## src/rtl/ctrl_pkt_parser_pkg.sv

```systemverilog
// Shared definitions for the control-plane packet parser.
//   - Header opcodes and header field offsets
//   - Parser FSM state encoding
//   - Width of the optional statistics counters
//   - load_len(): payload length of a LOAD packet from its header counts
package acis_parser_pkg;

  localparam logic [7:0] OPC_LOAD   = 8'hC1;
  localparam logic [7:0] OPC_STREAM = 8'hD1;

  localparam int OPC_W       = 8;   // opcode sits in the top byte of the phit
  localparam int NINB_LSB    = 0;
  localparam int NCFG_LSB    = 8;
  localparam int NSTREAM_LSB = 16;
  localparam int CNT_W       = 8;   // width of ncfg / ninb header fields
  localparam int LEN_W       = 16;  // packet length / beat counter width
  localparam int STATS_W     = 32;

  typedef enum logic [2:0] {
    IDLE,
    LD_PULSE,
    LD_GAP,
    LOAD,
    STREAM,
    DRAIN
  } state_t;

  // Every config entry is loaded once per stage plus once for the state
  // table, followed by the inbound buffer entries.
  function automatic logic [LEN_W-1:0] load_len(input logic [CNT_W-1:0] ncfg,
                                                input logic [CNT_W-1:0] ninb,
                                                input int unsigned      num_stage);
    return LEN_W'(ncfg) * LEN_W'(num_stage + 1) + LEN_W'(ninb);
  endfunction

endpackage

```

## src/rtl/ctrl_pkt_parser_stats.sv

```systemverilog
// Packet statistics counters for ctrl_pkt_parser.
// Only present when PARSER_STATS_EN is defined.
// Ports:
//   clk, rst                       clock, synchronous active-high reset
//   ev_load, ev_stream, ev_err     one-cycle event strobes from the parser
//   pkt_load_cnt                   completed LOAD packets (wraps at 2^32)
//   pkt_stream_cnt                 completed STREAM packets (wraps at 2^32)
//   pkt_err_cnt                    aborted / malformed packets (wraps at 2^32)
`ifdef PARSER_STATS_EN
module ctrl_pkt_parser_stats
  import acis_parser_pkg::*;
(
  input  logic               clk,
  input  logic               rst,
  input  logic               ev_load,
  input  logic               ev_stream,
  input  logic               ev_err,
  output logic [STATS_W-1:0] pkt_load_cnt,
  output logic [STATS_W-1:0] pkt_stream_cnt,
  output logic [STATS_W-1:0] pkt_err_cnt
);

  always_ff @(posedge clk) begin
    if (rst) begin
      pkt_load_cnt   <= '0;
      pkt_stream_cnt <= '0;
      pkt_err_cnt    <= '0;
    end else begin
      if (ev_load)   pkt_load_cnt   <= pkt_load_cnt + STATS_W'(1);
      if (ev_stream) pkt_stream_cnt <= pkt_stream_cnt + STATS_W'(1);
      if (ev_err)    pkt_err_cnt    <= pkt_err_cnt + STATS_W'(1);
    end
  end

endmodule
`endif

```

## src/rtl/ctrl_pkt_parser.sv

```systemverilog
// Front end of control_plane: parses a phit stream into loader and
// stream-in sequencing.
//   LOAD packets   -> start_loader pulse, then one wr_data phit per cycle.
//   STREAM packets -> stream_in beats under ready_stream_in backpressure,
//                     framed by start_stream_in.
// Optional feature macro: PARSER_STATS_EN adds pkt_load_cnt, pkt_stream_cnt
// and pkt_err_cnt (ctrl_pkt_parser_stats).
// Ports:
//   clk, rst                  clock, synchronous active-high reset
//   s_tdata/s_tvalid/s_tlast  inbound phit stream; s_tready back to source
//   start_loader              one-cycle load start pulse
//   wr_data                   load phit, zero when no load phit is carried
//   num_entry_config_table    ncfg of the last accepted LOAD header
//   num_entry_inbound         ninb of the last accepted LOAD header
//   start_stream_in           high through the STREAM phase
//   stream_in/stream_in_valid forwarded stream beat
//   ready_stream_in           backpressure from control_plane
//   busy                      parser not idle
//   err_hdr/err_len/err_underrun  sticky error flags
module ctrl_pkt_parser
  import acis_parser_pkg::*;
#(
  parameter int PHIT_SIZE    = 512,
  parameter int DWIDTH_RFADD = 8,
  parameter int NUM_STAGE    = 6,
  parameter int LOAD_GAP     = 2
) (
  input  logic                    clk,
  input  logic                    rst,
  input  logic [PHIT_SIZE-1:0]    s_tdata,
  input  logic                    s_tvalid,
  input  logic                    s_tlast,
  output logic                    s_tready,
  output logic                    start_loader,
  output logic [PHIT_SIZE-1:0]    wr_data,
  output logic [DWIDTH_RFADD-1:0] num_entry_config_table,
  output logic [DWIDTH_RFADD-1:0] num_entry_inbound,
  output logic                    start_stream_in,
  output logic [PHIT_SIZE-1:0]    stream_in,
  output logic                    stream_in_valid,
  input  logic                    ready_stream_in,
  output logic                    busy,
  output logic                    err_hdr,
  output logic                    err_len,
  output logic                    err_underrun
`ifdef PARSER_STATS_EN
  ,
  output logic [STATS_W-1:0]      pkt_load_cnt,
  output logic [STATS_W-1:0]      pkt_stream_cnt,
  output logic [STATS_W-1:0]      pkt_err_cnt
`endif
);

  state_t           state;
  logic [LEN_W-1:0] pkt_len;
  logic [LEN_W-1:0] beat_cnt;
  logic [7:0]       gap_cnt;

  logic [OPC_W-1:0] hdr_opc;
  logic [LEN_W-1:0] hdr_ld_len;
  logic [LEN_W-1:0] hdr_st_len;
  logic             hdr_is_load;
  logic             hdr_is_stream;
  logic             hdr_bad;
  logic             beat;
  logic             at_last;

  // Header decode and payload beat qualification
  always_comb begin
    hdr_opc       = s_tdata[PHIT_SIZE-1 -: OPC_W];
    hdr_ld_len    = load_len(s_tdata[NCFG_LSB +: CNT_W], s_tdata[NINB_LSB +: CNT_W], NUM_STAGE);
    hdr_st_len    = s_tdata[NSTREAM_LSB +: LEN_W];
    hdr_is_load   = (hdr_opc == OPC_LOAD)   && (hdr_ld_len != '0);
    hdr_is_stream = (hdr_opc == OPC_STREAM) && (hdr_st_len != '0);
    hdr_bad       = !(hdr_is_load || hdr_is_stream);
    beat          = ((state == LOAD) && s_tvalid) ||
                    ((state == STREAM) && s_tvalid && ready_stream_in);
    at_last       = (beat_cnt == pkt_len - LEN_W'(1));
  end

  always_comb begin
    s_tready = 1'b0;
    if (!rst) begin
      case (state)
        IDLE, LOAD, DRAIN: s_tready = 1'b1;
        STREAM:            s_tready = ready_stream_in;
        default:           s_tready = 1'b0;
      endcase
    end
  end

  assign busy = (state != IDLE);

  // Stage p0 -> p1: parser FSM; every output below is registered here
  always_ff @(posedge clk) begin
    if (rst) begin
      state                  <= IDLE;
      pkt_len                <= '0;
      beat_cnt               <= '0;
      gap_cnt                <= '0;
      start_loader           <= 1'b0;
      wr_data                <= '0;
      num_entry_config_table <= '0;
      num_entry_inbound      <= '0;
      start_stream_in        <= 1'b0;
      stream_in              <= '0;
      stream_in_valid        <= 1'b0;
      err_hdr                <= 1'b0;
      err_len                <= 1'b0;
      err_underrun           <= 1'b0;
    end else begin
      start_loader    <= 1'b0;
      wr_data         <= '0;
      stream_in       <= '0;
      stream_in_valid <= 1'b0;
      // Held while in STREAM, so it stays high for the cycle that carries
      // the final registered beat and drops the cycle after.
      start_stream_in <= (state == STREAM);

      case (state)
        IDLE: begin
          if (s_tvalid) begin
            if (hdr_bad) begin
              err_hdr <= 1'b1;
              state   <= s_tlast ? IDLE : DRAIN;
            end else if (s_tlast) begin
              err_len <= 1'b1;
              state   <= IDLE;
            end else if (hdr_is_load) begin
              num_entry_config_table <= s_tdata[NCFG_LSB +: DWIDTH_RFADD];
              num_entry_inbound      <= s_tdata[NINB_LSB +: DWIDTH_RFADD];
              pkt_len                <= hdr_ld_len;
              beat_cnt               <= '0;
              start_loader           <= 1'b1;
              state                  <= LD_PULSE;
            end else begin
              pkt_len         <= hdr_st_len;
              beat_cnt        <= '0;
              start_stream_in <= 1'b1;
              state           <= STREAM;
            end
          end
        end
        // The wr_data register supplies one of the idle cycles between the
        // pulse and the first load phit, so the stall is one cycle shorter.
        LD_PULSE: begin
          if (LOAD_GAP > 1) begin
            gap_cnt <= 8'(LOAD_GAP - 2);
            state   <= LD_GAP;
          end else begin
            state <= LOAD;
          end
        end
        LD_GAP: begin
          if (gap_cnt == 8'd0) state <= LOAD;
          else                 gap_cnt <= gap_cnt - 8'd1;
        end
        LOAD: begin
          if (!s_tvalid) begin
            err_underrun <= 1'b1;
            state        <= DRAIN;
          end else begin
            wr_data <= s_tdata;
          end
        end
        STREAM: begin
          if (beat) begin
            stream_in       <= s_tdata;
            stream_in_valid <= 1'b1;
          end
        end
        DRAIN: begin
          if (s_tvalid && s_tlast) state <= IDLE;
        end
        default: state <= IDLE;
      endcase

      // Shared length/tlast bookkeeping for LOAD and STREAM payload beats
      if (beat) begin
        if (at_last) begin
          if (!s_tlast) err_len <= 1'b1;
          state <= s_tlast ? IDLE : DRAIN;
        end else if (s_tlast) begin
          err_len <= 1'b1;
          state   <= IDLE;
        end else begin
          beat_cnt <= beat_cnt + LEN_W'(1);
        end
      end
    end
  end

`ifdef PARSER_STATS_EN
  logic ev_load;
  logic ev_stream;
  logic ev_err;

  assign ev_load   = (state == LOAD)   && beat && at_last && s_tlast;
  assign ev_stream = (state == STREAM) && beat && at_last && s_tlast;
  assign ev_err    = ((state == IDLE) && s_tvalid && (hdr_bad || s_tlast)) ||
                     ((state == LOAD) && !s_tvalid) ||
                     (beat && (at_last != s_tlast));

  ctrl_pkt_parser_stats u_stats (
    .clk            (clk),
    .rst            (rst),
    .ev_load        (ev_load),
    .ev_stream      (ev_stream),
    .ev_err         (ev_err),
    .pkt_load_cnt   (pkt_load_cnt),
    .pkt_stream_cnt (pkt_stream_cnt),
    .pkt_err_cnt    (pkt_err_cnt)
  );
`endif

endmodule

```

## config.mk

```make
export PLATFORM = sky130hd
export DESIGN_NAME = ctrl_pkt_parser
export DESIGN_NICKNAME = d
export VERILOG_FILES = /design/src/rtl/ctrl_pkt_parser_pkg.sv /design/src/rtl/ctrl_pkt_parser_stats.sv /design/src/rtl/ctrl_pkt_parser.sv
export SDC_FILE = /design/constraint.sdc
export NUM_CORES = 1
export LEC_CHECK = 0
export ABC_AREA = 1
export ABC_CLOCK_PERIOD_IN_PS = 8400
export BUFFER_PORTS_ARGS = -buffer_cell sky130_fd_sc_hd__buf_2
export CORE_AREA = 2 2 617 619
export DETAILED_ROUTE_END_ITERATION = 7
export DIE_AREA = 0 0 619 621
export PLACE_DENSITY = 0.31
export SKIP_LAST_GASP = 1
export SLEW_MARGIN = 20
export SYNTH_ARGS = -nofsm -noshare
export SYNTH_HDL_FRONTEND = slang
export SYNTH_HIERARCHICAL = 1
export SYNTH_SLANG_ARGS = --single-unit
export TNS_END_PERCENT = 20
```

## constraint.sdc

```tcl
create_clock -name clk -period 8.4 [get_ports clk]
set_input_delay 0.84 -clock clk [delete_from_list [all_inputs] [get_ports clk]]
set_output_delay 0.84 -clock clk [all_outputs]
set_load 0.02 [all_outputs]
```

==> metrics <==
Vias/cell 2.82; drc violations 0; register area share after synthesis 0.683; register area 21800 µm²; routed len/inst 25.7 µm; relative slew slack 0.309; number of CTS-inserted buffers 150; Worst R2R End stream_in[417]; IO Pins 1565; Fillers 43700; min setup slack post-route 3580 ps; post-synthesis register bit count 1089; peak supply drop 0.128 mV; Place WS 2710 ps; worst-skew pair later-pin latency 840 ps; CTS tree done; gr ovfl total 0; complex-gate fraction of the synthesized area 0.0164; Post-synth ARST share 0; Layout Utilization 0.134; Worst EP arrival 5500 ps; Main synth FF type dfxtp_1; core box area 378000 µm²; fin. max-slew vios 0; Tot Pwr 12700 µW; crit path from s_tdata[9]; row count 226; Synth Instances 3409; root buf cell clkbuf_16; outcome complete, no violations; CTS Hold Bufs 0; max-cap violations 0; Die H 621 µm; Pwr per Cell Area 251 nW/µm²; CTS H-tree lvls 4; Total Die Area 384000 µm²; fin crit share 0.574; all-layer global routing usage 0.131; leak pwr 0.0261 µW; R2R depth 10; post-CTS resize count 0; post-synthesis xor/xnor area fraction 0.00302; antenna-violating nets left 0; fin crit period 4820 ps; final setup vio count 0; clock-pin slew on the worst setup and hold paths 60 ps; Final Hold Vio Count 0; worst slew pin tran 1040 ps; TritonRoute pass-1 iters 5; fmax 207 MHz; worst reg2reg setup slack 5020 ps; unrepaired setup endpoints after global routing no; syn avg cell area 9.37 µm²; main combinational cell family by area after synthesis simple AND/OR/NAND/NOR gates; origin of the critical flop-to-flop path state[0]; type of origin of the critical path input port; fin cells 10200; routed via count 28700; Cell variety after synth 46; Die Span X 619 µm; Hold WC Path Type input port to flop; crit path max fanout 34; GP Congestion 0.901; Post-DP HPWL 223 mm; fraction of the mapped netlist area in adder cells 0.0162; placed cell count 9874; post-CTS setup buffers 0; warnings from Yosys 6; Crit. End Element flop; pin count of the biggest net entering global routing 155; Sum Neg Setup Slack 0 ps; first-pass GRT wire length 327 mm; fin nets 5560; Setup Skew 65.0 ps; # clock sinks 1089; Initial Utilization 0.0845; Synth Net Count 3959; post-synthesis cell area 31900 µm²; vias in the first global route 29600; 1st-iter DRT viols 1604; Critical path destination pkt_len[8]; area of the multi-input gates 6820 µm²; simple-gate area share of the yosys netlist 0.178; Worst EP required 9070 ps; mux share of post-synthesis cell area 0; initial antenna violation count 85; layout cells sized above 1 0.364; critical path class input port to flop; input/output buffers 1564; P&R area growth vs syn 58.3%; final WL 261 mm; Max clock buf depth 4; Post-synth EDFFs 0
-- cell usage after synthesis, types with 2 or more instances --
cell	number	area, µm²
nor3_2	3	30.0
inv_2	3	11.3
nand2_4	2	22.5
nor2_1	1106	4150
fa_1	14	280
nand3_1	48	240
nand3b_1	3	22.5
buf_6	59	664
nor3_1	13	65.1
xor2_1	7	61.3
nor2_2	9	56.3
a21o_1	2	15.0
o21ai_1	10	50.1
o21ai_0	37	185
buf_2	3	15.0
xnor2_1	4	35.0
a21oi_1	43	215
nand3_2	13	130
nor4_1	7	43.8
buf_4	4	30.0
or2_2	2	12.5
dfxtp_1	1089	21800
nand4_1	7	43.8
inv_1	623	2340
ha_1	19	238
nor2_4	4	45.0
nand2_1	191	717
nand2_2	4	25.0
o21a_1	2	15.0
clkbuf_1	62	233
-- layout make-up --
class / count / area share
timing repair buffer: 1578 / 0.158
clock inverter: 56 / 0.0178
inverter: 630 / 0.0473
tap: 5016 / 0.124
clock buffer: 210 / 0.0849
multi-input combinational: 1561 / 0.135
sequential: 1089 / 0.431
antenna: 35 / 0.00173
-- layout by cell type (no fill, tap or decap), types with 3 or more instances in the layout --
master	netlist	routed
fa_1	14	14
clkbuf_8	0	31
inv_6	1	7
a21oi_1	43	43
clkinv_4	0	4
nand4_1	7	7
dfxtp_1	1089	1089
clkbuf_1	62	29
bufinv_16	0	16
nand2_1	191	191
nand2_2	4	4
nand3_2	13	13
ha_1	19	19
nor4_1	7	6
inv_1	623	623
nand3b_1	3	3
clkinv_2	1	17
clkinvlp_4	0	5
clkbuf_16	0	150
nor2_4	4	4
nor3_1	13	13
diode_2	0	35
o21ai_1	10	10
nand3_1	48	48
nor3_2	3	3
xnor2_1	4	4
nor2_2	9	9
clkinv_16	0	4
o21ai_0	37	37
buf_4	4	10
xor2_1	7	7
buf_12	0	4
inv_16	0	4
nor2_1	1106	1106
buf_2	3	1564
-- per-layer routing --
layer,wire length [µm],up-vias,global-route usage
met4,7000,38,0.0352
met3,22000,337,0.0460
met1,98200,14000,0.142
li1,-,13100,-
met2,134000,1189,0.238
met5,224,-,0
-- metrics by stage --
| step | hold slack (ps) | area [µm²] |
|---|---|---|
| after floorplan | 426 | 31900 |
| after global placement | 433 | 45300 |
| after detailed placement | 439 | 45300 |
| after CTS | 112 | 50500 |
| after global routing | 158 | 50500 |
| final | 237 | 50500 |
-- flip-flops by register name, summed over array words and instances (netlist names), 3 cells and up --
name	cells
num_entry_config_table	8
state	3
wr_data	512
gap_cnt	8
beat_cnt	16
stream_in	512
pkt_len	16
num_entry_inbound	8
-- worst min-delay path by stage --
stage	startpoint	end	slack [ps]	depth (start not counted)
floorplan	gap_cnt[7]	gap_cnt[7]	430	1
global placement	num_entry_config_table[2]	num_entry_config_table[2]	430	2
detailed placement	num_entry_config_table[2]	num_entry_config_table[2]	440	2
CTS	s_tdata[115]	wr_data[115]	110	3
global route	s_tdata[369]	wr_data[369]	160	3
finish	s_tdata[443]	stream_in[443]	240	3
-- worst max-delay path: stages --
cell	delay [ps]
buf_2	210
fa_1	470
fa_1	550
inv_1	70
fa_1	450
nand3b_1	170
nand2_1	110
nand2_1	90
nand2_2	90
nand3_1	100
nand2_1	80
nand2_1	50
nand2_1	110
nand3_1	90
nand2_1	520
nand2_1	220
nand2_2	590
inv_1	340
o21ai_0	260
nor2_1	70
-- report_power, final --
| group | switching, µW | leakage [µW] | total, µW | internal, µW |
|---|---|---|---|---|
| Combinational | 445 | 0.0148 | 641 | 196 |
| Sequential | 14.5 | 0.00877 | 5200 | 5190 |
| Clock | 2740 | 0.00253 | 6840 | 4100 |
-- cell families after synthesis --
| kind of cell | after synthesis |
|---|---|
| fa+ha+maj | 33 |
| compound gates | 100 |
| buf+inv | 759 |
| xor+xnor | 11 |
| flops | 1089 |
| simple gates | 1417 |
No activity file was read; power rests on OpenSTA's default activity.
